File: src/rtl/lt_compare_arbiter.sv
// rtl/lt_compare_arbiter.sv - round-robin sequencer sharing one lt/eq comparator pair; option LT_ARBITER_UNSIGNED_EN

// Structural signed less-than comparator.
module comparator_lt #(
   parameter int N = 32
) (
   input  logic [N-1:0] a,
   input  logic [N-1:0] b,
   output logic         lt
);
   assign lt = $signed(a) < $signed(b);
endmodule

// Structural equality comparator.
module comparator_eq #(
   parameter int N = 32
) (
   input  logic [N-1:0] a,
   input  logic [N-1:0] b,
   output logic         eq
);
   assign eq = (a == b);
endmodule

module lt_compare_arbiter #(
   parameter int N    = 32,
   parameter int NREQ = 4,
   parameter int IDW  = $clog2(NREQ)
) (
   input  logic              clk,
   input  logic              rst,
   input  logic [NREQ-1:0]   req_valid,
   output logic [NREQ-1:0]   req_ready,
   input  logic [NREQ*N-1:0] req_a,
   input  logic [NREQ*N-1:0] req_b,
`ifdef LT_ARBITER_UNSIGNED_EN
   input  logic [NREQ-1:0]   req_unsigned,
`endif
   output logic              rsp_valid,
   input  logic              rsp_ready,
   output logic [IDW-1:0]    rsp_id,
   output logic              rsp_lt,
   output logic              rsp_eq
);

   typedef enum logic [1:0] {
      IDLE    = 2'b00,
      COMPARE = 2'b01,
      RESPOND = 2'b10
   } state_t;

   state_t         state_q;
   state_t         state_d;
   logic [IDW-1:0] ptr;
   logic [IDW-1:0] winner;
   logic [IDW-1:0] ptr_next;
   logic           grant_found;
   logic           accept;
   logic [IDW:0]   idx_sum;
   logic [IDW:0]   wrap_sum;
   logic [N-1:0]   op_a;
   logic [N-1:0]   op_b;
   logic [IDW-1:0] id_q;
   logic [N-1:0]   cmp_a;
   logic [N-1:0]   cmp_b;
   logic           cmp_lt;
   logic           cmp_eq;

`ifdef LT_ARBITER_UNSIGNED_EN
   logic uns_q;
   // Flipping both MSBs turns the signed compare into an unsigned one; equality is unchanged.
   assign cmp_a = {op_a[N-1] ^ uns_q, op_a[N-2:0]};
   assign cmp_b = {op_b[N-1] ^ uns_q, op_b[N-2:0]};
`else
   assign cmp_a = op_a;
   assign cmp_b = op_b;
`endif

   comparator_lt #(.N(N)) u_lt (.a(cmp_a), .b(cmp_b), .lt(cmp_lt));
   comparator_eq #(.N(N)) u_eq (.a(cmp_a), .b(cmp_b), .eq(cmp_eq));

   // Round-robin search: first valid requester at or above ptr, wrapping.
   always_comb begin
      grant_found = 1'b0;
      winner      = '0;
      idx_sum     = '0;
      for (int k = 0; k < NREQ; k++) begin
         idx_sum = {1'b0, ptr} + (IDW+1)'(k);
         if (idx_sum >= (IDW+1)'(NREQ)) begin
            idx_sum = idx_sum - (IDW+1)'(NREQ);
         end
         if (!grant_found && req_valid[idx_sum[IDW-1:0]]) begin
            grant_found = 1'b1;
            winner      = idx_sum[IDW-1:0];
         end
      end
      wrap_sum = {1'b0, winner} + (IDW+1)'(1);
      if (wrap_sum >= (IDW+1)'(NREQ)) begin
         wrap_sum = '0;
      end
      ptr_next = wrap_sum[IDW-1:0];
   end

   // Next-state and grant decode; ready is only offered from IDLE outside reset.
   always_comb begin
      state_d   = state_q;
      req_ready = '0;
      accept    = 1'b0;
      case (state_q)
         IDLE: begin
            if (!rst && grant_found) begin
               req_ready[winner] = 1'b1;
               accept            = 1'b1;
               state_d           = COMPARE;
            end
         end
         COMPARE: state_d = RESPOND;
         RESPOND: begin
            if (rsp_valid && rsp_ready) begin
               state_d = IDLE;
            end
         end
         default: state_d = IDLE;
      endcase
   end

   // State register.
   always_ff @(posedge clk) begin
      if (rst) begin
         state_q <= IDLE;
      end else begin
         state_q <= state_d;
      end
   end

   // Operand capture, pointer advance and response registers.
   always_ff @(posedge clk) begin
      if (rst) begin
         ptr       <= '0;
         op_a      <= '0;
         op_b      <= '0;
         id_q      <= '0;
         rsp_valid <= 1'b0;
         rsp_id    <= '0;
         rsp_lt    <= 1'b0;
         rsp_eq    <= 1'b0;
`ifdef LT_ARBITER_UNSIGNED_EN
         uns_q     <= 1'b0;
`endif
      end else begin
         if (accept) begin
            op_a  <= req_a[int'(winner)*N +: N];
            op_b  <= req_b[int'(winner)*N +: N];
            id_q  <= winner;
            ptr   <= ptr_next;
`ifdef LT_ARBITER_UNSIGNED_EN
            uns_q <= req_unsigned[winner];
`endif
         end
         if (state_q == COMPARE) begin
            rsp_lt    <= cmp_lt;
            rsp_eq    <= cmp_eq;
            rsp_id    <= id_q;
            rsp_valid <= 1'b1;
         end else if (state_q == RESPOND && rsp_ready) begin
            rsp_valid <= 1'b0;
         end
      end
   end

endmodule

File: config.mk
export PLATFORM = sky130hd
export DESIGN_NAME = lt_compare_arbiter
export DESIGN_NICKNAME = d
export VERILOG_FILES = /design/src/rtl/lt_compare_arbiter.sv
export SDC_FILE = /design/constraint.sdc
export NUM_CORES = 1
export LEC_CHECK = 0
export CAP_MARGIN = 10
export CORE_ASPECT_RATIO = 1.75
export CORE_UTILIZATION = 35
export CTS_CLUSTER_DIAMETER = 40
export DETAILED_ROUTE_END_ITERATION = 16
export GPL_ROUTABILITY_DRIVEN = 0
export PLACE_DENSITY_LB_ADDON = 0.08
export SLEW_MARGIN = 20
export SYNTH_ARGS = -nofsm -noshare
export SYNTH_HDL_FRONTEND = slang
export SYNTH_SLANG_ARGS = --single-unit
File: constraint.sdc
create_clock -name clk -period 2.7 [get_ports clk]
set_input_delay 0.27 -clock clk [delete_from_list [all_inputs] [get_ports clk]]
set_output_delay 0.27 -clock clk [all_outputs]
set_load 0.01 [all_outputs]
### After elaboration in Yosys (flattened, before gate mapping)

Cells that the tools add are included.

* bits in writable memories: 0
* memories: 0
* output and inout bits: 9
* bits of input ports: 263
* latch bits: 0
* ROM bits: 0
* word-level logic and storage cells: 82
* register bits after elaboration: 75

* shift-type cells: 2
* add/sub/neg operators: 8
* mux-type cells: 32
* bitwise logic cells: 0
* order comparisons: 12
* reductions and logical operators: 14
* div/mod/pow operators: 0
* $mul: 0
* eq/ne operators: 5

Operators by type and width (count)
* 128-bit by 8-bit indexed part select with 32-bit output: 2
* 32-bit == test: 1
* 32-bit < comparator: 1
* 2-bit two-way mux: 11
* 2-bit by 3-bit < comparator with 1-bit output, second input constant: 5
* 1-bit two-way mux: 13
* 3-bit greater-or-equal comparator, second input constant: 4
* 1-bit binary-select mux with 2-bit select: 4
* 4-bit two-way mux: 2
* 2-bit by 1-bit subtractor with 2-bit output, second input constant: 4
* 1-bit logical AND: 7
* 2-bit by 1-bit adder with 3-bit output, second input constant: 2
* 2-bit by 2-bit adder with 3-bit output, second input constant: 2
* 2-bit one-hot mux with 3 select lines: 1
* 1-bit logical NOT: 4
* 2-bit inequality test, second input constant: 2
* 2-bit by 3-bit greater-or-equal comparator with 1-bit output, second input constant: 1
* 1-bit demux with 2-bit select: 1
* 2-bit by 1-bit == test with 1-bit output, second input constant: 1
* 2-bit == test, second input constant: 1
* 2-bit by 1-bit greater-or-equal comparator with 1-bit output, second input constant: 1
* 2-bit logical NOT: 1
* 2-bit AND reduction: 1
* 2-bit nonzero test: 1

### Longest topological paths before layout

Gate-level depths: netlist of run 1.

* depth in word-level cells: 20
* gate-level depth with buffers: 9
* mapped depth without buffers: 8

### Cells and area by module

Synthesis of run 1 repeated with hierarchy kept, for this count alone.

* cell total of the unflattened synthesis: 729
* area, all modules: 6195.9 um^2

By module, submodules not included
* lt_compare_arbiter: times used 1, area each 5059.9 um^2, cells each 578, seq. area each 1501.4 um^2
* comparator_lt: times used 1, area each 789.5 um^2, cells each 108, seq. area each 0.0 um^2
* comparator_eq: times used 1, area each 346.6 um^2, cells each 43, seq. area each 0.0 um^2

### Least setup slack after synthesis of run 1

OpenSTA, ideal clock, no wires.

* path kind: register to register
* from: register ptr[1]
* to: register ptr[0]
* data arrival time: 2160 ps
* clock period less this slack: 2231 ps
* library setup time: 70 ps
* slack: 469 ps
* cell stages (with the launch flop): 10
* data required time: 2630 ps
* path buffers: 2
* cells stage by stage: dfxtp_1 a21oi_1 o21a_1 o22ai_1 buf_2 buf_1 inv_1 ha_1 or3_1 a21oi_1

* word-level cells in the longest chain between the ends: 17

Ends and longest elaborated chain
* from (decl): RTL line 54 `logic [IDW-1:0] ptr;`
* from (signal assigned): RTL line 155 `ptr <= ptr_next;`
* branches (longest 13 deep; another with 2-bit by 1-bit adder with 3-bit output)
* 2-bit two-way mux *: RTL line 92 `if (!grant_found && req_valid[idx_sum[IDW-1:0]]) begin`
* named net winner[1]: RTL line 55 `logic [IDW-1:0] winner;`
* 2-bit by 1-bit adder with 3-bit output *: RTL line 97 `wrap_sum = {1'b0, winner} + (IDW+1)'(1);`
* 3-bit greater-or-equal comparator *: RTL line 98 `if (wrap_sum >= (IDW+1)'(NREQ)) begin`
* 2-bit two-way mux *: RTL line 98

Mark *: on every way through the listed nets, which the timed path passes. The select of a mux whose other input is x is not followed.
A chain may end at the register's enable or synchronous reset.

### Final worst setup path of run 1

* from: input port req_valid[1]
* to: output port req_ready[0]

* word-level cells in the longest chain between the ends: 18

Ends and longest elaborated chain
* from (decl): RTL line 32 `input logic [NREQ-1:0] req_valid,`
* 1-bit binary-select mux with 2-bit select: RTL line 92
* 1-bit two-way mux (not written as such): RTL line 92
* 1-bit two-way mux: RTL line 92
* 1-bit logical NOT: RTL line 92
* 1-bit logical AND: RTL line 92
* 1-bit two-way mux: RTL line 92
* 1-bit logical NOT: RTL line 92
* 1-bit logical AND: RTL line 92
* [... 2 more ...]
* 1-bit logical AND: RTL line 92
* 2-bit two-way mux: RTL line 92
* 2-bit by 3-bit < comparator with 1-bit output (not written as such) or 2-bit by 1-bit greater-or-equal comparator with 1-bit output (tied branches): RTL line 112 `req_ready[winner] = 1'b1;`
* 1-bit logical AND (not written as such): RTL line 112
* 1-bit two-way mux (not written as such): RTL line 112
* 1-bit demux with 2-bit select: RTL line 112
* 4-bit two-way mux *: RTL line 111 `if (!rst && grant_found) begin`
* 4-bit two-way mux *: RTL line 109 `case (state_q)`
* to (decl): RTL line 33 `output logic [NREQ-1:0] req_ready,`

Mark *: on every way between the ends. The rest lies on a longest branch, timed or not. The select of a mux whose other input is x is not followed.

==> results of run 1 <==
cells by family (layout without fill, tap and decap cells):
family | count (synthesis) | after routing | synth area share [%]
AND/OR/NAND/NOR | 93 | 93 | 7.630
buffers and inverters | 173 | 405 | 11.82
flip-flops | 75 | 75 | 25.79
multiplexers | 64 | 64 | 11.00
AO/OA/AOI/OAI | 297 | 297 | 35.80
adder cells (fa/ha/maj) | 37 | 37 | 7.952
flip-flops by register name, summed over array words and instances (netlist names):
name	count
rsp_id	2
cmp_b	32
rsp_eq	1
id_q	2
rsp_valid	1
state_q	2
cmp_a	32
ptr	2
rsp_lt	1
layout make-up:
cell class                 count  area, µm²  share of cell area, %
tap                          224      280.3                  3.078
inverter                     100      375.4                  4.123
sequential                    75       1501                  16.49
clock buffer                  12      236.5                  2.597
timing repair buffer         289       2943                  32.32
clock inverter                 4      98.84                  1.086
multi-input combinational    491       3670                  40.31
placed cells by master, fill, tap and decap left out, types with 6 or more instances in the layout:
| cell type | count |
|---|---|
| sky130_fd_sc_hd__clkdlybuf4s50_1 | 270 |
| sky130_fd_sc_hd__inv_1 | 99 |
| sky130_fd_sc_hd__dfxtp_1 | 75 |
| sky130_fd_sc_hd__a211o_1 | 67 |
| sky130_fd_sc_hd__a31oi_1 | 64 |
| sky130_fd_sc_hd__a211oi_1 | 64 |
| sky130_fd_sc_hd__mux2i_1 | 64 |
| sky130_fd_sc_hd__a21oi_1 | 56 |
| sky130_fd_sc_hd__nand2_1 | 52 |
| sky130_fd_sc_hd__ha_1 | 37 |
| sky130_fd_sc_hd__o31ai_1 | 32 |
| sky130_fd_sc_hd__buf_4 | 10 |
| sky130_fd_sc_hd__clkbuf_16 | 9 |
| sky130_fd_sc_hd__buf_12 | 8 |
| sky130_fd_sc_hd__nor2_1 | 6 |
metrics by stage:
stage                     utilization [%]  power, mW  instances  hold WS (ns)  cell area [µm²]
after floorplan                         -      2.465        739        0.4321             5822
after global placement              53.58      3.239       1179        0.4395             8770
after detailed placement            53.58      3.251       1179        0.4472             8770
after CTS                           55.63      4.617       1195        0.4554             9105
after global routing                55.63      4.864       1195        0.4783             9105
final                               55.63      4.573       1195        0.4534             9105
where the power goes:
part / total (mW) / internal [mW] / switching (mW)
registers: 1.34 / 1.27 / 0.0742
clock network: 1.36 / 0.906 / 0.454
logic: 1.87 / 0.937 / 0.932
total: 4.57 / 3.11 / 1.46
Yosys cell counts:
master / number / share of area, %
sky130_fd_sc_hd__a2111oi_0: 1 / 0.15
sky130_fd_sc_hd__a211o_1: 67 / 10
sky130_fd_sc_hd__a211oi_1: 64 / 8.3
sky130_fd_sc_hd__a21o_1: 2 / 0.26
sky130_fd_sc_hd__a21oi_1: 56 / 4.8
sky130_fd_sc_hd__a221oi_1: 1 / 0.15
sky130_fd_sc_hd__a31oi_1: 64 / 6.9
sky130_fd_sc_hd__and2_1: 4 / 0.43
sky130_fd_sc_hd__and4_1: 2 / 0.30
sky130_fd_sc_hd__buf_1: 11 / 0.71
sky130_fd_sc_hd__buf_2: 22 / 1.9
sky130_fd_sc_hd__buf_4: 2 / 0.26
sky130_fd_sc_hd__clkbuf_1: 37 / 2.4
sky130_fd_sc_hd__clkbuf_4: 1 / 0.13
sky130_fd_sc_hd__dfxtp_1: 75 / 26
sky130_fd_sc_hd__ha_1: 37 / 8.0
sky130_fd_sc_hd__inv_1: 99 / 6.4
sky130_fd_sc_hd__inv_2: 1 / 0.064
sky130_fd_sc_hd__mux2i_1: 64 / 11
sky130_fd_sc_hd__nand2_1: 52 / 3.4
sky130_fd_sc_hd__nand2b_1: 4 / 0.43
sky130_fd_sc_hd__nand3_1: 4 / 0.34
sky130_fd_sc_hd__nand3_2: 1 / 0.17
sky130_fd_sc_hd__nand3b_1: 3 / 0.39
sky130_fd_sc_hd__nand4_1: 5 / 0.54
sky130_fd_sc_hd__nor2_1: 6 / 0.39
sky130_fd_sc_hd__nor2b_1: 4 / 0.43
sky130_fd_sc_hd__nor3_1: 2 / 0.17
sky130_fd_sc_hd__nor3b_1: 1 / 0.13
sky130_fd_sc_hd__nor4_1: 1 / 0.11
sky130_fd_sc_hd__o211a_1: 1 / 0.17
sky130_fd_sc_hd__o211ai_1: 2 / 0.26
sky130_fd_sc_hd__o21a_1: 1 / 0.13
sky130_fd_sc_hd__o21ai_0: 4 / 0.34
sky130_fd_sc_hd__o21ai_1: 1 / 0.086
sky130_fd_sc_hd__o22ai_1: 1 / 0.11
sky130_fd_sc_hd__o31ai_1: 32 / 4.1
sky130_fd_sc_hd__or2_1: 1 / 0.11
sky130_fd_sc_hd__or3_1: 2 / 0.21
sky130_fd_sc_hd__or4_1: 1 / 0.13
per-layer routing:
| metal | up-vias | track usage, % |
|---|---|---|
| li1 | 3180 | - |
| met1 | 2928 | 25.60 |
| met2 | 223 | 44.59 |
| met3 | 32 | 4.042 |
| met4 | 2 | 8.088 |
| met5 | - | 0 |
critical path, stage by stage:
cell and delay (ns):
sky130_fd_sc_hd__clkdlybuf4s50_1 0.52, sky130_fd_sc_hd__or2_2 0.19, sky130_fd_sc_hd__nor3_1 0.06, sky130_fd_sc_hd__or4_4 0.44, sky130_fd_sc_hd__inv_1 0.15, sky130_fd_sc_hd__and2_1 0.14, sky130_fd_sc_hd__clkdlybuf4s50_1 0.54
worst max path at each step:
stage | startpoint | endpoint | slack, ns | cells past startpoint
floorplan | ptr[1]$_SDFFE_PP0P_ | ptr[0]$_SDFFE_PP0P_ | 0.47 | 9
finish | req_valid[1] | req_ready[0] | 0.11 | 7
detailed placement | req_valid[1] | req_ready[3] | 0.12 | 7
CTS | req_valid[1] | req_ready[3] | 0.12 | 7
global placement | req_valid[1] | req_ready[0] | 0.16 | 7
global route | req_valid[1] | req_ready[3] | 0.01 | 7
==> results, run 1 <==
- The detailed router's first-iteration violation count is approximately 230.
- When the netlist entered floorplanning its net count stood at approximately 1000.
- The cell depth of the worst flop-to-flop path is 8.
- The initial antenna violation count came to 1.
- After synthesis the netlist holds a flip-flop and latch count of 75.
- The clock skew is a little under 0.008 ns.
- The repair_antennas step left the layout with diodes totalling 0.
- The aggregate global routing overflow is 0.
- The overall die area is between 15000 and 20000 µm².
- The total standard cell area after synthesis is 5822 µm².
- TritonCTS built the clock tree.
- Based on the critical path, the design can be clocked at up to between 300 and 400 MHz.
- The endpoint of the worst hold path is rsp_id[0]$_SDFFE_PP0P_.
- Wire segments on met3 add up to between 1 and 1.5 mm in the final route.
- For the worst setup path, the data required time is approximately 2.4 ns.
- The tightest slew margin relative to the limit is 45.02%.
- In this run the tool buffered the top-level ports with ~270 buffer cells.
- The endpoint identified for the worst register-to-register timing path is rsp_eq$_SDFFE_PP0P_.
- The number of endpoints failing setup at the final stage is 0.
- After legalization and detailed placement, the total HPWL measured between 10 and 15 mm.
- The time the final worst path needs with I/O delays and setup is between 2 and 3 ns.
- The leakage power total is 3.902 nW.
- Of all nets on the critical path, the largest fanout is 6.
- The pin slew with the least headroom to its limit is between 0.8 and 0.9 ns.
- The number of rows created at floorplan is between 60 and 70.
- In the final routed layout, each cell accounts on average for roughly 17 µm.
- Dividing total power by cell area gives a power density of between 500 and 600 nW/µm².
- OpenSTA, run right after detailed placement, puts the worst setup slack at approximately 0.12 ns.
- The area of the core is 16370 µm².
- The number of endpoints with negative hold slack in the final report is 0.
- For the final routed database, the setup TNS stands at 0 ns.
- The wire length of the first global-routing pass is 32.25 mm.
- In this run, post-CTS repair resized a total of 0 instances.
- The global-route usage over all layers is about a quarter.
- The clock root buffer is sky130_fd_sc_hd__clkbuf_16.
- After detailed routing, the number of remaining DRC violations is 0.
- The critical path is of the input pin to output pin type.
- The path category of the worst min-delay check is flop to flop.
- The clock tree buffer depth is 2.
- The uppermost layer routed is met5.
- The number of maximum-capacitance violations is 0.
- Entering global routing, the biggest net connects roughly 100 pins.
- The startpoint class of the critical path is an input pin.
- Relative to the synthesized area, the layout overhead comes to 56.39%.
- The floorplan die width is between 90 and 100 µm.
- The net count of the finished layout is 1266.
- The data arrival time of the critical path is approximately 2.3 ns.
- Once detail routing completed, the nets flagged for antenna violations numbered 0.
- The length of routed wiring on met1 is 7.730 mm.
- Buffers inserted to repair hold after CTS numbered 0.
- Setup repair after global routing left no endpoint under its margin.
- The part of the Yosys area used for sequential elements is 25.79%.
- The first detailed-routing pass took 4 iterations.
- In this run the critical register-to-register path is launched from cmp_b[31]$_SDFFE_PP0P_.
- The number of CTS-inserted buffers is 9.
- The maximum resistive drop on vdd is 0.0002725 V.
- The total setup buffers inserted after CTS is 0.
- The count of mapped cells out of synthesis is 739.
- The number of distinct library cells after synthesis is 40.
- The worst hold path passes through 2 cells.
- The post-route fraction of the period consumed by the critical path is 95.78%.
- The hold path startpoint is id_q[0]$_SDFFE_PP0P_.
- The worst path meets setup with ~0.11 ns of slack.
- The number of global-route vias before repair is between 6000 and 7000.
- The number of sinks driven by the clock tree is 75.
- The final route contains approximately 6400 vias.
- The run finished with clean final reports.
- In this run the number of H-tree levels came out at 3.
- For this configuration, the core starts out at a cell density of around 36%.
- STA classifies the critical path endpoint as an output pin.
- After detailed routing, the met2 layer carries about 11 mm of wire.
- Clock-pin slew was measured on the worst setup and hold paths at 0.06 ns.
- The flop-to-flop setup slack is 0.67 ns.
- The share of post-route cells with drive strength above 1 is under 10%.
- The vertical extent of the die is approximately 170 µm.
- Yosys printed 0 warnings.
- The number of filler cells placed in the layout is ~1600.
- After synthesis, the mean cell area works out to slightly below 8 µm².
- The final max-slew violation count was 0.
- Summed over all layers, the routed wires come to 20.03 mm.
- Dividing the detail-routed via count by the number of cells gives between 5 and 6.
- The later-pin clock latency in the skew report is 0.33 ns.
- For this design the top-level I/O count stands at between 200 and 300.
(Power assumes the default switching activity.)
==> inputs of run 2 (changes only) <==
CORE_ASPECT_RATIO = 0.7   (was 1.75)
==> results, run 2 (same netlist as run 1, synthesis figures left out) <==
- Status: finished clean (unchanged).
- The detailed router's first-iteration violation count is 406 (was 232).
- The slowest cell on the critical path is sky130_fd_sc_hd__clkdlybuf4s50_1 (unchanged).
- The routed via count divided by cell count is 5.175 (was 5.326).
- The pin count of the biggest net entering global routing was 103 (unchanged).
- The path category of the worst min-delay check was flop to flop (unchanged).
- The floorplan die width is 156.2 µm (was 99.50 µm).
- Leading cell types in the layout, fill and taps excluded: sky130_fd_sc_hd__clkdlybuf4s50_1 (270), sky130_fd_sc_hd__inv_1 (98), sky130_fd_sc_hd__dfxtp_1 (75) (was sky130_fd_sc_hd__clkdlybuf4s50_1 (270), sky130_fd_sc_hd__inv_1 (99), sky130_fd_sc_hd__dfxtp_1 (75)).
- The net total in the final layout is 1268 (was 1266).
- The number of H-tree levels is 3 (unchanged).
- The fraction of power consumed by the clock network is 27.3% (was 29.7%).
- The number of remaining DRC errors is 0 (unchanged).
- The global-route track usage on met2 is 33.10% (was 44.59%).
- The number of hold buffers added after cts came to 0 (unchanged).
- The number of sinks driven by the clock tree is 75 (unchanged).
- The wire length of the first global-routing pass is 29.15 mm (was 32.25 mm).
- The post-layout instance area is 9065 µm² (was 9105 µm²).
- The maximum resistive drop on vdd is 0.0003521 V (was 0.0002725 V).
- The global-route usage over all layers is 21.61% (was 23.50%).
- The clock skew is 0.004728 ns (was 0.007815 ns).
- The clock root buffer is sky130_fd_sc_hd__clkbuf_16 (unchanged).
- The initial cell density of the core was 35.72% (was 35.57%).
- The sequential share of power was 30.4% (was 29.4%).
- The switching power was 1.463 mW (was 1.461 mW).
- The clock input transition at the sequential cells of the worst setup and hold paths was 0.06 ns (about the same).
- The count of boundary I/O pins was 272 (unchanged).
- The proportion of total power due to net switching is 33.18% (was 31.95%).
- The layout overhead on the synthesized area is 55.71% (was 56.39%).
- The area of the core came to 16300 µm² (was 16370 µm²).
- The post-route fraction of the period consumed by the critical path is 94.67% (was 95.78%).
- The aggregate global routing overflow is 0 (unchanged).
- The most repeated library cell on the critical path is sky130_fd_sc_hd__clkdlybuf4s50_1 (unchanged).
- The overall die area is 17160 µm² (was 17170 µm²).
- The kind of end point of the critical path was an output pin (unchanged).
- The final max-slew violation count came to 0 (unchanged).
- The share of post-route cells with drive strength above 1 was 4.522% (was 4.016%).
- The number of rows created at floorplan came to 39 (was 62).
- The cell depth of the worst flop-to-flop path is 8 (unchanged).
- The worst hold path stage count is 2 (unchanged).
- The TritonCTS clock tree is done (unchanged).
- The internal power component is 2.947 mW (was 3.112 mW).
- The worst endpoint required time is 2.43 ns (about the same).
- The time the final worst path needs with I/O delays and setup is 2.556 ns (was 2.586 ns).
- The total of cells resized after clock tree synthesis came to 0 (unchanged).
- Unrepaired setup endpoints after global routing: false (unchanged).
- Crit-path cells: clkdlybuf4s50_1, or2_2, nor3_1, or4_4, inv_2, and2_1, clkdlybuf4s50_1 (was clkdlybuf4s50_1, or2_2, nor3_1, or4_4, inv_1, and2_1, clkdlybuf4s50_1).
- The clock tree buffer depth is 2 (unchanged).
- The total setup buffers inserted after CTS is 0 (unchanged).
- The total inserted antenna cells is 0 (unchanged).
- The later-pin clock latency in the skew report was 0.33 ns (about the same).
- The number of maximum-capacitance violations is 0 (unchanged).
- The leakage power total came to 3.876 nW (was 3.902 nW).
- The sum of negative setup slack was 0 ns (unchanged).
- The global routing met3 resource utilization was 5.203% (was 4.042%).
- The category of the most critical setup path is input pin to output pin (unchanged).
- The number of vias after detailed routing was 6200 (was 6365).
- The number of antenna-violating nets in the routed design is 0 (unchanged).
- The number of filler cells placed in the layout is 1557 (was 1575).
- The most frequent standard cell in the layout excluding fill and tap cells is sky130_fd_sc_hd__clkdlybuf4s50_1 (unchanged).
- The final wirelength was 19.07 mm (was 20.03 mm).
- The number of search-and-repair iterations in the first detailed-routing pass is 8 (was 4).
- The pin slew with the least headroom to its limit came to 0.8150 ns (was 0.8248 ns).
- The number of endpoints with negative hold slack in the final report is 0 (unchanged).
- The number of global-route vias before repair is 5668 (was 6430).
- The average wire per cell in the routed design was 15.92 µm (was 16.76 µm).
- The count of input and output buffers is 271 (unchanged).
- The data arrival time of the critical path was 2.29 ns (was 2.32 ns).
- The met1 track demand over resource is 30.82% (was 25.60%).
- The combinational fraction of design power came to 42.3% (was 40.9%).
- The highest attainable clock frequency was 391.2 MHz (was 386.7 MHz).
- The vertical extent of the die is 109.9 µm (was 172.6 µm).
- The tightest slew margin relative to the limit is 45.67% (was 45.02%).
- The number of CTS-inserted buffers is 9 (unchanged).
- The highest net fanout along the worst path was 6 (unchanged).
- The placed instance area came to 8761 µm² (was 8770 µm²).
- The ratio of total power to cell area is 486.5 nW/µm² (was 502.3 nW/µm²).
- The number of endpoints failing setup at the final stage is 0 (unchanged).
- The initial antenna violation count is 0 (was 1).
- The HPWL reported at the end of detailed placement is 14.19 mm (was 14.56 mm).
- The startpoint class of the critical path is an input pin (unchanged).
- The biggest cell delay along the critical path came to 0.55 ns (was 0.54 ns).
- The highest-utilization routing layer at the global route stage is met2 (unchanged).
## run 2: worst max-delay path: cells and delay by family
family,cells,cell delay (ns)
buf+inv,3,1.17
simple gates,4,0.84
## run 2: through the flow
stage               setup slack, ns  std cells  util [%]  total power [mW]  hold WS [ns]
global route                0.05206       1198     55.62             4.704        0.4735
floorplan                    0.4694        739         -             2.465        0.4321
detailed placement          0.09737       1182     53.75             3.235        0.4470
global placement             0.1099       1182     53.75             3.223        0.4415
finish                       0.1439       1198     55.62             4.410        0.4557
CTS                         0.09498       1198     55.62             4.460        0.4559
## run 2: area by class of cell
| cell class | count | area, µm² | share of cell area [%] |
|---|---|---|---|
| multi-input combinational | 491 | 3670 | 40.48 |
| tap | 225 | 281.5 | 3.106 |
| clock buffer | 11 | 242.7 | 2.678 |
| sequential | 75 | 1501 | 16.56 |
| inverter | 100 | 375.4 | 4.141 |
| timing repair buffer | 291 | 2933 | 32.35 |
| clock inverter | 5 | 61.31 | 0.6763 |
## run 2: power by group through the flow
stage	sequential, mW	combinational [mW]	clock (mW)
finish	1.34	1.87	1.20
global route	1.36	2.07	1.27
CTS	1.34	1.88	1.24
detailed placement	1.36	1.87	0
global placement	1.36	1.86	0
floorplan	1.34	1.12	0
## run 2: final timing paths
| kind | startpoint | to | slack, ns |
|---|---|---|---|
| setup / recovery | req_valid[1] | req_ready[2] | 0.14 |
| hold / removal | id_q[0]$_SDFFE_PP0P_ | rsp_id[0]$_SDFFE_PP0P_ | 0.46 |
| setup reg to reg | cmp_b[31]$_SDFFE_PP0P_ | rsp_eq$_SDFFE_PP0P_ | 0.59 |
| hold reg to reg | id_q[0]$_SDFFE_PP0P_ | rsp_id[0]$_SDFFE_PP0P_ | 0.46 |
## run 2: layer usage
layer | vias up | wire length, µm | share of wire, %
li1 | 3182 | - | -
met1 | 2789 | 9519 | 50
met2 | 217 | 7955 | 42
met3 | 12 | 1492 | 7.8
met4 | 0 | 99 | 0.52
met5 | - | 0 | 0
==> inputs of run 3 (changes only) <==
PLACE_DENSITY = 0.7   (was unset)
PLACE_DENSITY_LB_ADDON = unset   (was 0.08)
==> results, run 3 (same netlist as run 1, synthesis figures left out) <==
- The category of the most critical setup path is input pin to output pin (unchanged).
- The routed via count divided by cell count is 5.292 (was 5.175).
- The data arrival time of the critical path is 2.30 ns (was 2.29 ns).
- The startpoint class of the critical path is an input pin (unchanged).
- The number of vias after detailed routing is 6329 (was 6200).
- The clock input transition at the sequential cells of the worst setup and hold paths is 0.06 ns (about the same).
- The detailed router's first-iteration violation count was 296 (was 406).
- The maximum resistive drop on vdd came to 0.0004406 V (was 0.0003521 V).
- The net total in the final layout was 1266 (was 1268).
- Leading cell types in the layout, fill and taps excluded: sky130_fd_sc_hd__clkdlybuf4s50_1 (270), sky130_fd_sc_hd__inv_1 (98), sky130_fd_sc_hd__dfxtp_1 (75) (unchanged).
- The placed instance area is 8758 µm² (was 8761 µm²).
- The worst-case setup margin in the final layout is 0.1250 ns (was 0.1439 ns).
- Unrepaired setup endpoints after global routing: false (unchanged).
- The sum of negative setup slack is 0 ns (unchanged).
- The kind of end point of the critical path is an output pin (unchanged).
- The wire length of the first global-routing pass was 31.37 mm (was 29.15 mm).
- The highest attainable clock frequency came to 388.4 MHz (was 391.2 MHz).
- The ratio of total power to cell area was 498.5 nW/µm² (was 486.5 nW/µm²).
- The HPWL reported at the end of detailed placement was 14.62 mm (was 14.19 mm).
- The slowest cell on the critical path is sky130_fd_sc_hd__clkdlybuf4s50_1 (unchanged).
- The clock skew was 0.006005 ns (was 0.004728 ns).
- The number of placed instances with taps included is 1180 (was 1182).
- The number of global-route vias before repair came to 6066 (was 5668).
- The aggregate global routing overflow was 0 (unchanged).
- The highest net fanout along the worst path is 5 (was 6).
- The number of maximum-capacitance violations is 0 (unchanged).
- The tightest slew margin relative to the limit was 43.72% (was 45.67%).
- The total power consumption of the routed design was 4.529 mW (was 4.410 mW).
- The total inserted antenna cells came to 0 (unchanged).
- The clock tree buffer depth is 2 (unchanged).
- The number of hold buffers added after cts is 0 (unchanged).
- The global-route usage over all layers is 23.52% (was 21.61%).
- The number of filler cells placed in the layout is 1566 (was 1557).
- The later-pin clock latency in the skew report is 0.34 ns (was 0.33 ns).
- The number of H-tree levels came to 3 (unchanged).
- The number of CTS-inserted buffers was 9 (unchanged).
- The biggest cell delay along the critical path is 0.54 ns (was 0.55 ns).
- The final wirelength is 20.29 mm (was 19.07 mm).
- The time the final worst path needs with I/O delays and setup is 2.575 ns (was 2.556 ns).
- The count of boundary I/O pins was 272 (unchanged).
- The area of the core was 16300 µm² (unchanged).
- The number of endpoints failing setup at the final stage is 0 (unchanged).
- The initial cell density of the core was 35.72% (unchanged).
- The post-route core utilization is 55.75% (was 55.62%).
- The number of antenna-violating nets in the routed design is 0 (unchanged).
- The number of endpoints with negative hold slack in the final report is 0 (unchanged).
- The number of rows created at floorplan is 39 (unchanged).
- The share of post-route cells with drive strength above 1 is 4.428% (was 4.522%).
- The family of cells with the greatest summed delay on the critical path is buffers and inverters (unchanged).
- The path category of the worst min-delay check is flop to flop (unchanged).
- The initial antenna violation count is 0 (unchanged).
- The most repeated library cell on the critical path is sky130_fd_sc_hd__clkdlybuf4s50_1 (unchanged).
- The pin slew with the least headroom to its limit was 0.8441 ns (was 0.8150 ns).
- The pin count of the biggest net entering global routing is 128 (was 103).
- The worst path buffer plus inverter count is 3 (unchanged).
- The vertical extent of the die came to 109.9 µm (unchanged).
- The number of remaining DRC errors came to 0 (unchanged).
- The number of search-and-repair iterations in the first detailed-routing pass is 5 (was 8).
- The final max-slew violation count is 0 (unchanged).
- The overall die area is 17160 µm² (unchanged).
- The clock root buffer is sky130_fd_sc_hd__clkbuf_16 (unchanged).
- The layout overhead on the synthesized area came to 56.07% (was 55.71%).
- The worst hold slack across all endpoints was 0.4556 ns (was 0.4557 ns).
- Status: finished clean (unchanged).
- The final instance count without filler cells is 1196 (was 1198).
- The TritonCTS clock tree is done (unchanged).
- The post-layout instance area is 9086 µm² (was 9065 µm²).
- The floorplan die width is 156.2 µm (unchanged).
- The worst slack at placement is 0.09984 ns (was 0.09737 ns).
- The most frequent standard cell in the layout excluding fill and tap cells is sky130_fd_sc_hd__clkdlybuf4s50_1 (unchanged).
- The worst endpoint required time was 2.43 ns (about the same).
- The average wire per cell in the routed design is 16.96 µm (was 15.92 µm).
- The post-route fraction of the period consumed by the critical path is 95.37% (was 94.67%).
- Crit-path cells: clkdlybuf4s50_1, nor2b_1, o21ai_4, nand3_4, inv_2, ha_1, and2_1, clkdlybuf4s50_1 (was clkdlybuf4s50_1, or2_2, nor3_1, or4_4, inv_2, and2_1, clkdlybuf4s50_1).
- The leakage power total is 3.891 nW (was 3.876 nW).
- The count of input and output buffers is 271 (unchanged).
- The number of sinks driven by the clock tree is 75 (unchanged).
[run 3: routing by layer]
layer / track usage, % / vias up / part of all wire [%]
li1: - / 3185 / -
met1: 30.70 / 2887 / 46
met2: 39.38 / 238 / 45
met3: 5.834 / 19 / 7.8
met4: 4.622 / 0 / 0.94
met5: 0 / - / 0
[run 3: final cells by class]
class / count / area [µm²] / share of cell area, %
Tap cell: 225 / 281.5 / 3.098
Timing Repair Buffer: 289 / 2930 / 32.25
Clock buffer: 10 / 239.0 / 2.630
Clock inverter: 6 / 88.84 / 0.9777
Inverter: 100 / 375.4 / 4.131
Sequential cell: 75 / 1501 / 16.52
Multi-Input combinational cell: 491 / 3670 / 40.39
[run 3: path summary, 6_finish.rpt]
kind / start / end / slack [ns] / cells past startpoint
max: req_valid[0] / req_ready[3] / 0.13 / 8
min: id_q[0]$_SDFFE_PP0P_ / rsp_id[0]$_SDFFE_PP0P_ / 0.46 / 2
max reg2reg: cmp_b[31]$_SDFFE_PP0P_ / rsp_lt$_SDFFE_PP0P_ / 0.59 / 8
min reg2reg: id_q[0]$_SDFFE_PP0P_ / rsp_id[0]$_SDFFE_PP0P_ / 0.46 / 2
[run 3: power by group]
group,switching [mW],internal (mW),total (mW),leakage [nW]
Clock,0.471,0.834,1.30,0.155
Sequential,0.0716,1.27,1.34,0.618
Combinational,0.952,0.931,1.88,3.12
[run 3: worst min-delay path: cells and delay by family, from the launching register on]
kind / cells / cell delay [ns]
compound gates: 1 / 0.05
flops: 1 / 0.31
simple gates: 1 / 0.05
[run 3: repair_timing]
item,CTS,global route
gates resized for setup,0,1
buffers inserted,0,0
setup endpoints to repair,0,1
==> RTL change 1 (config.mk and constraints of run 1) <==
Build with the macro `LT_ARBITER_UNSIGNED_EN` defined.
--- a/src/rtl/lt_compare_arbiter.sv
+++ b/src/rtl/lt_compare_arbiter.sv
@@ -3,2 +3,4 @@
 // Structural signed less-than comparator.
+`define LT_ARBITER_UNSIGNED_EN
+
 module comparator_lt #(
Ports: changed (added req_unsigned); port bits go from 272 to 276. The function was not compared with the original's and may differ.
==> RTL change 1 against run 1 <==
Largest cell class unchanged; sequential cell count grew 1; wire length rose by 17%; global-route usage is 3.7 points higher; setup slack improved by 16 ps; total power is 4.2% lower; critical endpoint is now req_ready[1]; design area about the same; critical path type unchanged; synthesized area rose by 0.52%; clock power is 10% lower.
==> RTL change 1: results <==
{
  "outcome": "complete, no violations",
  "grt_util_met3_pct": 2.829,
  "intPower_mw": 2.879,
  "post-place-ws_ps": 88.22,
  "finClkSkew_ps": 5.581,
  "min_path_cells": 3,
  "global_route_total_usage_across_every_layer_pct": 27.17,
  "grt_max_degree": 100,
  "slew_headroom_pct": 45.62,
  "netlist_top_cells_count": "sky130_fd_sc_hd__nand2_1, sky130_fd_sc_hd__a21oi_1, sky130_fd_sc_hd__dfxtp_1",
  "grt_pass1_vias": 7003,
  "reg2regPathDepth": 7,
  "reported_leakage_power_nw": 3.387,
  "use_met2_pct": 53.82,
  "first_iter_violations": 292,
  "port_buffers": 275,
  "antenna_found_initial": 0,
  "min_path_type": "in -> reg",
  "power_per_cell_area_nw_per_um2": 481.0,
  "crit-reg2reg-launch": "uns_q",
  "num_vias": 6844,
  "clock_power_mw": 1.22,
  "grt_first_pass_wirelength_um": 35870,
  "critPathArrivalTime_ps": 2300,
  "synth.yosys.seq_area_share_pct": 26.00,
  "comb_power_mw": 1.83,
  "groute.layer.met1.usage_pct": 27.73,
  "layout.nets": 1325
}
RTL change 1: through the flow:
| stage | cells | instance area, sq um | hold slack (ps) |
|---|---|---|---|
| floorplan | 786 | 5852 | 432.1 |
| global placement | 1234 | 8801 | 441.2 |
| detailed placement | 1234 | 8801 | 446.3 |
| CTS | 1250 | 9104 | 290.0 |
| global route | 1250 | 9106 | 312.5 |
| finish | 1250 | 9106 | 298.6 |
RTL change 1: final cells by class:
| cell class | instances | area (sq um) |
|---|---|---|
| clock buffer | 10 | 239.0 |
| tap | 224 | 280.3 |
| inverter | 34 | 130.1 |
| fill | 1632 | 7262 |
| multi-input combinational | 597 | 3876 |
| timing repair buffer | 303 | 2995 |
| clock inverter | 6 | 63.81 |
| sequential | 76 | 1521 |
RTL change 1: worst reg2reg max path, stage by stage (launching register included):
cell and delay (ps):
sky130_fd_sc_hd__dfxtp_1 350, sky130_fd_sc_hd__xor2_1 180, sky130_fd_sc_hd__ha_1 350, sky130_fd_sc_hd__nand4_1 240, sky130_fd_sc_hd__nor4_2 470, sky130_fd_sc_hd__o311ai_0 310
sky130_fd_sc_hd__a31o_1 290, sky130_fd_sc_hd__a311oi_1 250
RTL change 1: worst max path at each step:
stage | slack, ps | end | cells past startpoint
detailed placement | 90 | op_a[0] | 8
floorplan | 530 | ptr[0] | 9
CTS | 80 | req_ready[3] | 8
finish | 130 | req_ready[1] | 8
global placement | 110 | op_a[0] | 8
global route | 9 | req_ready[1] | 8
RTL change 1: per-layer routing:
metal	part of all wire, %	vias up
li1	-	3386
met1	36	3234
met2	58	177
met3	2.9	47
met4	3.3	0
met5	0	-
RTL change 1: cell families after synthesis:
kind of cell,synth area share (%)
and+or+nand+nor,28.10
AOI/OAI and AO/OA,29.46
buffers and inverters,8.232
DFF,26.00
adders and majority gates,7.911
xor gates and xnor gates,0.2994
==> RTL change 2 (settings of run 1) <==
Without the edit above. The 3 states of `state_t` get a one-hot encoding in 3 bits.
--- a/src/rtl/lt_compare_arbiter.sv
+++ b/src/rtl/lt_compare_arbiter.sv
@@ -45,6 +45,6 @@
 
-   typedef enum logic [1:0] {
-      IDLE    = 2'b00,
-      COMPARE = 2'b01,
-      RESPOND = 2'b10
+   typedef enum logic [2:0] {
+      IDLE    = 3'b001,
+      COMPARE = 3'b010,
+      RESPOND = 3'b100
    } state_t;
Check against the original RTL: no difference found for any inputs over 4 cycles, from zero or initial values and one cycle with rst high; so few cycles prove little.
==> RTL change 2 against run 1 <==
Sequential cell count grew 1; wire length is 13% higher; clock skew about the same; total power increased by 28%; sequential share of layout area about the same; count of clock-buffer cells in the layout did not move; design area increased by 1.2%; setup slack worse by 34 ps; synthesized area rose by 4.4%; critical path type unchanged; highest routed layer is now met4.
==> RTL change 2: results <==
{
  "synth.distinct_cells": 43,
  "grt_pass1_vias": 6955,
  "num-nonclk-buffers": 296,
  "post-dp-hpwl_um": 16890,
  "drtPass1Iterations": 5,
  "grt_max_degree": 97,
  "crit-reg2reg-launch": "ptr[1]",
  "p_seq_share_pct": 27.2,
  "cp_max_fo": 5,
  "reported_leakage_power_nw": 3.169,
  "first_iter_violations": 274,
  "critical-path-max-stage-delay_ps": 570,
  "final.fill_count": 1597,
  "use_met2_pct": 46.03,
  "netlist_top_cells_count": "sky130_fd_sc_hd__a211oi_1, sky130_fd_sc_hd__dfxtp_1, sky130_fd_sc_hd__nand3_1",
  "layout.nets": 1243,
  "power.ir.vdd_worst_uv": 560.0,
  "synthesized_nets": 1029,
  "dr_wl_met2_um": 12060,
  "synthAdderAreaFrac_pct": 7.412,
  "seq_area_share_pct": 16.51,
  "synth.yosys.seq_area_share_pct": 25.04,
  "detail_route.wl_per_cell_um": 19.29,
  "outcome": "complete, no violations",
  "comb_power_share_pct": 49.5,
  "multiInputGateArea_sq_um": 3970,
  "synth_compound_gate_area_share_pct": 37.27,
  "slew_of_the_pin_with_the_lowest_slew_margin_ps": 714.0,
  "timing.hold.worst.start": "rsp_eq",
  "finClkSkew_ps": 8.109,
  "clock_tree_area_fraction_pct": 3.625,
  "m1WireLength_um": 8479,
  "syn-instance-count": 730,
  "post-place-ws_ps": 38.60,
  "route.final.wire_length_um": 22680,
  "post_route_cells_drive_above_1_share_pct": 5.374,
  "routed.top_layer": "met4",
  "dr_vias_cell": 5.850,
  "biggest_area_contributors_in_the_synthesized_netlist": "sky130_fd_sc_hd__dfxtp_1, sky130_fd_sc_hd__a211oi_1, sky130_fd_sc_hd__nor4b_1",
  "sequential_cell_count": 76,
  "multi_input_logic_cell_count": 520,
  "detailroute.wirelength.met3_um": 1310,
  "grt_util_met3_pct": 5.028,
  "placement.cell_area_sq_um": 8857,
  "switching_power_as_a_share_of_total_power_pct": 38.64,
  "p_seq_mw": 1.60,
  "critPathArrivalTime_ps": 2350,
  "synth.mux.area_fraction_pct": 0.4941,
  "grt_first_pass_wirelength_um": 34980
}
-- RTL change 2: changes by cell type after synthesis, moves of 32 or more --
cell,change
sky130_fd_sc_hd__nand2_1,-36
sky130_fd_sc_hd__mux2i_1,-61
sky130_fd_sc_hd__a211o_1,-66
sky130_fd_sc_hd__a21oi_1,-39
sky130_fd_sc_hd__o31a_1,+64
sky130_fd_sc_hd__o31ai_1,+32
sky130_fd_sc_hd__nor4b_1,+64
sky130_fd_sc_hd__a211oi_1,+65
sky130_fd_sc_hd__a31oi_1,-63
sky130_fd_sc_hd__nand3_1,+66
sky130_fd_sc_hd__inv_1,-62
-- RTL change 2: path summary, 6_finish.rpt --
kind                       end  slack [ps]  depth (start not counted)
setup / recovery  req_ready[2]          80                          8
hold / removal          rsp_eq         460                          2
setup reg to reg     cmp_a[10]         540                          8
hold reg to reg         rsp_eq         460                          2
-- RTL change 2: timing repair --
item / 4_1_cts / 5_1_grt
resized for setup: 0 / 2
endpoints found under the setup margin: 0 / 2
buffers inserted: 0 / 2
